--- src/rtl/keccak_absorb_ctrl.sv ---
// keccak_absorb_ctrl
//   Collects a byte stream into Keccak rate blocks, applies the SHA-3
//   pad10*1 padding (0x06 ... 0x80) and hands each block to the sponge.
//
// Parameters
//   l : lane-size exponent, state width b = 25*2**l
//   d : digest width in bits, capacity c = 2*d, rate r = b - c (multiple of 8)
//
// Ports
//   clk         : clock, rising edge
//   reset       : asynchronous, active-high reset
//   in_data     : message byte
//   in_valid    : in_data valid
//   in_last     : final message byte (qualified by in_valid)
//   in_flush    : end of message without a byte (empty-message / byte-less end)
//   in_ready    : byte or flush accepted this cycle
//   block       : padded rate block, byte k at bits [8k+7:8k]
//   block_valid : block presented to the sponge
//   block_ready : sponge absorbs block this cycle
//   block_first : block is the first of a message
//   block_last  : block carries the final padding
//   msg_done    : one-cycle pulse after the last-block handshake
module keccak_absorb_ctrl #(
    parameter int l = 6,
    parameter int d = 112
) (
    input  logic                          clk,
    input  logic                          reset,
    input  logic [7:0]                    in_data,
    input  logic                          in_valid,
    input  logic                          in_last,
    input  logic                          in_flush,
    output logic                          in_ready,
    output logic [25*(2**l)-2*d-1:0]      block,
    output logic                          block_valid,
    input  logic                          block_ready,
    output logic                          block_first,
    output logic                          block_last,
    output logic                          msg_done
);

    localparam int RBITS = 25 * (2 ** l) - 2 * d;
    localparam int NB    = RBITS / 8;
    localparam int IW    = (NB > 1) ? $clog2(NB) : 1;
    localparam logic [IW-1:0] LASTIDX = IW'(NB - 1);

    typedef enum logic {
        FILL,
        EMIT
    } state_t;

    state_t                 state_q, state_d;
    logic [NB-1:0][7:0]     buf_q, buf_d;
    logic [IW-1:0]          idx_q, idx_d;
    logic                   fin_q, fin_d;
    logic                   pad_q, pad_d;
    logic                   first_q, first_d;
    logic                   done_q, done_d;

    always_ff @(posedge clk or posedge reset) begin
        if (reset) begin
            state_q <= FILL;
            buf_q   <= '0;
            idx_q   <= '0;
            fin_q   <= 1'b0;
            pad_q   <= 1'b0;
            first_q <= 1'b1;
            done_q  <= 1'b0;
        end else begin
            state_q <= state_d;
            buf_q   <= buf_d;
            idx_q   <= idx_d;
            fin_q   <= fin_d;
            pad_q   <= pad_d;
            first_q <= first_d;
            done_q  <= done_d;
        end
    end

    always_comb begin
        state_d = state_q;
        buf_d   = buf_q;
        idx_d   = idx_q;
        fin_d   = fin_q;
        pad_d   = pad_q;
        first_d = first_q;
        done_d  = 1'b0;

        unique case (state_q)
            FILL: begin
                if (in_valid) begin
                    buf_d[idx_q] = in_data;
                    // in_flush alongside a byte ends the message like in_last
                    if (in_last || in_flush) begin
                        state_d = EMIT;
                        if (idx_q == LASTIDX) begin
                            // no room for padding: a pad-only block follows
                            fin_d = 1'b0;
                            pad_d = 1'b1;
                        end else begin
                            buf_d[idx_q + IW'(1)] = 8'h06;
                            buf_d[NB-1][7]        = 1'b1;
                            fin_d                 = 1'b1;
                        end
                    end else if (idx_q == LASTIDX) begin
                        state_d = EMIT;
                        fin_d   = 1'b0;
                    end else begin
                        idx_d = idx_q + IW'(1);
                    end
                end else if (in_flush) begin
                    // 0x06 and 0x80 merge into 0x86 when idx is the top byte
                    buf_d[idx_q]   = 8'h06;
                    buf_d[NB-1][7] = 1'b1;
                    fin_d          = 1'b1;
                    state_d        = EMIT;
                end
            end

            EMIT: begin
                if (block_ready) begin
                    buf_d = '0;
                    idx_d = '0;
                    if (pad_q) begin
                        buf_d[0]       = 8'h06;
                        buf_d[NB-1][7] = 1'b1;
                        fin_d          = 1'b1;
                        pad_d          = 1'b0;
                        first_d        = 1'b0;
                    end else begin
                        state_d = FILL;
                        first_d = fin_q;
                        done_d  = fin_q;
                        fin_d   = 1'b0;
                    end
                end
            end

            default: state_d = FILL;
        endcase
    end

    assign in_ready    = (state_q == FILL);
    assign block_valid = (state_q == EMIT);
    assign block_first = block_valid && first_q;
    assign block_last  = block_valid && fin_q;
    assign block       = buf_q;
    assign msg_done    = done_q;

endmodule

--- config.mk ---
export PLATFORM = sky130hd
export DESIGN_NAME = keccak_absorb_ctrl
export DESIGN_NICKNAME = d
export VERILOG_FILES = /design/src/rtl/keccak_absorb_ctrl.sv
export SDC_FILE = /design/constraint.sdc
export NUM_CORES = 2
export LEC_CHECK = 0
export CORE_AREA = 5 5 545 547
export DETAILED_ROUTE_END_ITERATION = 8
export DIE_AREA = 0 0 550 552
export GPL_ROUTABILITY_DRIVEN = 0
export SETUP_SLACK_MARGIN = 0.2
export SLEW_MARGIN = 25
export SYNTH_ARGS = -nofsm -noshare
export SYNTH_HDL_FRONTEND = slang
export SYNTH_SLANG_ARGS = --single-unit
--- constraint.sdc ---
create_clock -name clk -period 121.7 [get_ports clk]
set_input_delay 24.34 -clock clk [delete_from_list [all_inputs] [get_ports clk]]
set_output_delay 24.34 -clock clk [all_outputs]
set_load 0.03 [all_outputs]
# After elaboration in Yosys (flattened, before gate mapping)
# Cells that the tools add are included.
# Widths: inputs -> output; s select.
# classes
mux	39
n_lt_le_gt_ge	4
n_eq_ne	9
bitwise_logic	7
add_sub_neg	1
n_reduce_logical	10
# op_table
cell	n
$mux 1376	5
$pmux 1376 s2	1
$and 1031x1031->1031	2
$not 1031->1031	2
$bwmux 1376	1
$or 344x344->344	2
$demux 8 s8	2
$mux 8	6
$mux 1	19
$lt 8x9->1 const B	2
$ge 8x1->1 const B	2
$pmux 8 s2	1
$add 8x1->8 const B	1
$eq 8x8->1 const B	1
$ne 2x2->1 const B	4
$reduce_and 4->1	2
$pmux 1 s2	3
$logic_and 1x1->1	4
$ne 2x1->1 const B	2
$ne 4x2->1 const B	1
$reduce_and 2->1	2
$mux 3	1
$ne 3x3->1 const B	1
$reduce_and 3->1	1
other kinds (2)	2
# word_totals
out_inout_bits	1381
register_bits	1389
elab_cells	248
inputBits	14

# Logic depth before layout (Yosys ltp)
# logic_depth
ltp_word	11
ltp_mapped	10
mapped_depth_nobuf	7

# Worst setup path after synthesis
# Ideal clock, no wire load.
# synth_timing
path_type	input -> register
startpoint	in in_valid
endpoint	reg buf_q (netlist bit block[640])
required_time_ns	121.615
slack_ns	95.687
arrival_time_ns	25.929
setup_ns	0.085
path_buffers	4
cell_stages	7
cell_sequence	buf_2 -> o31ai_1 -> clkbuf_1 -> clkbuf_1 -> clkbuf_1 -> nand2_1 -> o21ai_0
# synth_via
elab_chain_len	2
word_cells_on_any_way	4
cone_classes	eq/ne (1); mux (2); reduce/logical (1)
# synth_rtl
item	line_no	source
start: declaration	30	input logic in_valid,
$mux 1376 or $ne 3x3->1 (tied branches)	n/a	
$pmux 1376 s2 or $reduce_and 2->1 (tied branches)	n/a	
end signal: assignment	71	buf_q <= buf_d;
end: declaration	53	logic [NB-1:0][7:0] buf_q, buf_d;
# Parallel ways exist; a longest one is shown, timed or not.
# A chain may end at the register's enable or synchronous reset.

==> impl_metrics.toml <==
[yosys]
yosysWarnings = 0
synth.distinct_cells = 75
syn_area_per_cell_sq_um = 9.71
async_reset_ff_frac = 1.00
synth_seq_area_share = 0.560
synth_fp_nets = 6408
synth_top_family_by_area = "compound AO/OA/AOI/OAI gates"
synth_compound_area_frac = 0.216
synth_cells = 6388
muxShareOfSynthArea = 0.0423
ys_ff_latch = 1389
synth-simple-area-share = 0.148
synth_ff_type = "dfrtp_1"
synth_area_sq_um = 62000
synth_edf_count = 0
synth_xor_area_frac = 0.000141
synthAdderAreaFrac = 0.00121

[cts]
clock_sinks = 1389
path_clk_slew_ns = 0.06
cts_resized = 0
cts_made_buffers = 168
clk_latency_ns = 0.85
tritoncts = "built"
clockBufferDepth = 4
postCtsSetupBuffers = 0
cts_root_buffer = "clkbuf_16"
hold_buffers = 0
htreeDepth = 4

[timing]
hold_violations = 0
relSlewSlack = 0.251
drv_slew = 0
rsz0062_at_grt = "false"
skew_ns = 0.0723
setup_viol_count_final = 0
setup_tns_ns = 0
fin_crit_sh = 0.234
tightestPinTransition_ns = 1.12
timing.final.crit_period_ns = 28.52
fmax_mhz = 35.1

[placement]
dpl_cell_area_sq_um = 81100
portBuffers = 1394
hpwlAfterDp_microns = 277000

[grt]
grt_first_pass_wirelength_microns = 515000
grtUsageTotal = 0.241
antenna_found_initial = 46
grt_pass1_vias = 59200
grt-ovfl-total = 0
grt_max_degree = 224

[drt]
wl_microns = 383000
drtAntennaViolNets = 0
vias = 60700
routed_via_density = 5.19
drc = 0
first_pass_iters = 7
drtIter0Drc = 7047
routedWlPerCell_microns = 32.8

[worst_setup_path]
reg2reg_from = "idx_q[0]"
crit_type = "in -> async"
rrSetupSlack_ns = 116.98
startpoint_type = "primary input"
crit_required_ns = 122.52
endpoint_kind = "async pin"
reg2reg_depth = 6
r2r-end = "block[70]"
crit_fanout = 125
critPathArrivalTime_ns = 29.34

[outcome]
run_status = "finished clean"

[floorplanning]
core-area_sq_um = 292000
die_w_microns = 550
num_rows = 199
die-area_sq_um = 304000
start_util = 0.212
ioPinCount = 1395
die_h_microns = 552

[layout]
final_layout_size_suffix_gt1_frac = 0.0867
areaGrowthSynthToFinish_pct = 40.3
multi_input_area_sq_um = 26100
final_area_sq_um = 87100
final_nets = 7644
finalCoreUtilization = 0.298
seq_area_sq_um = 34800
fill_cells = 29800

[pwr]
seqPwrFrac = 0.412
p_switching_mw = 0.339
p_int_mw = 0.800
vdd_ir_drop_max_v = 0.00000945
p_clk_frac = 0.468
p_leak_nw = 34.1
p_per_area_nw_per_um2 = 13.1
p_total_mw = 1.14
netSwitchingFraction = 0.298
comb_power_share = 0.120

[min_path]
hp-start = "block[1301]"
hold_class = "reg -> reg"
hold_end = "block[1301]"
holdPathStages = 2

[job]
maxCapViolations = 0
## cells in the mapped netlist, types with 6 or more instances
master	n	area share
nand2b_1	7	0.00071
o21ai_1	105	0.0085
a21oi_1	206	0.017
o21ai_2	22	0.0031
or3_1	8	0.00081
a22o_1	18	0.0025
buf_2	75	0.0061
nand3_1	228	0.018
nand3b_1	11	0.0013
o31ai_1	93	0.011
mux2i_1	262	0.042
a22oi_1	367	0.044
ha_1	6	0.0012
nand2_1	895	0.054
a221o_1	169	0.027
dfrtp_1	1388	0.56
clkbuf_1	380	0.023
nor2_2	66	0.0067
nor3_1	32	0.0026
a311o_1	44	0.0071
and2_1	13	0.0013
nor2_4	11	0.0020
buf_4	9	0.0011
a31oi_1	10	0.0010
o21ai_0	866	0.070
o221ai_1	124	0.018
inv_1	12	0.00073
o2bb2ai_1	7	0.00099
nor2b_1	7	0.00071
nor2_1	827	0.050
buf_1	30	0.0018
## through the flow
step           hold WS, ns  instances  setup slack [ns]
2_1_floorplan        0.469       6388             58.20
3_3_place_gp         0.476      11400             92.32
3_5_place_dp         0.487      11400             92.19
4_1_cts              0.502      11700             93.10
5_1_grt              0.518      11700             92.49
6_report             0.496      11700             93.18
## critical path: stages
cell	delay (ns)
clkdlybuf4s50_1	0.49
inv_8	0.51
buf_12	0.54
buf_4	0.78
buf_4	0.75
buf_4	0.76
buf_4	0.82
## power by group through the flow
stage               Clock (mW)  Sequential [mW]  Combinational, mW
floorplan                    0            0.483             0.0636
CTS                      0.543            0.469              0.136
finish                   0.533            0.469              0.137
global route             0.560            0.469              0.144
detailed placement           0            0.477              0.136
global placement             0            0.477              0.133
## final cells by class
type | count | area share
sequential | 1389 | 0.399
multi-input combinational | 4493 | 0.300
timing repair buffer | 1560 | 0.178
tap | 3919 | 0.0563
clock buffer | 239 | 0.0558
clock inverter | 60 | 0.0104
inverter | 12 | 0.000604
antenna | 14 | 0.000402
## metal layers
metal  up-vias  part of all wire  GRT usage  wire (microns)
met4        16             0.076      0.151           29000
met3       820             0.095     0.0714           36500
met1     30700              0.38      0.286          145000
met2      3663              0.45      0.382          173000
met5         -           0.00027          0             103
li1      25500                 -          -               -
## worst max path at each step
stage               startpoint          end  slack, ns  cells after the start
floorplan                reset     block[0]      58.20                      1
global placement         reset   block[128]      92.32                      7
detailed placement       reset  block[1160]      92.19                      7
CTS                      reset   block[142]      93.10                      7
global route             reset   block[143]      92.49                      7
finish                   reset   block[151]      93.18                      7
## kinds of logic after synthesis
group / count (synthesis)
adders and majority gates: 6
muxes: 262
xor gates and xnor gates: 1
buffers and inverters: 506
and+or+nand+nor: 2158
AOI/OAI and AO/OA: 2066
DFF: 1389
## cell usage in the layout, fill, tap and decap left out, types with 8 or more instances in the layout
cell / count
clkdlybuf4s50_1: 1393
dfrtp_1: 1384
nand2_1: 873
o21ai_0: 864
nor2_1: 806
a22oi_1: 366
mux2i_1: 262
nand3_1: 224
a21oi_1: 204
a221o_1: 169
clkbuf_16: 168
buf_4: 147
o221ai_1: 124
o31ai_1: 92
o21ai_1: 88
nor2_2: 75
a311o_1: 44
clkbuf_8: 39
clkbuf_1: 32
nor3_1: 31
nor2_4: 23
o21ai_2: 23
o21ai_4: 18
a22o_1: 18
bufinv_16: 15
clkinv_2: 15
diode_2: 14
nand2_4: 11
nand3b_1: 11
inv_1: 11
nand2_2: 11
inv_6: 11
buf_16: 9
or3_1: 8
## sequential cells by signal, summed over array words and instances, names as in the netlist
| name | cells |
|---|---|
| block_valid | 1 |
| first_q | 1 |
| idx_q | 8 |
| block | 1376 |
| msg_done | 1 |
| fin_q | 1 |
| pad_q | 1 |
(Power assumes the default switching activity.)
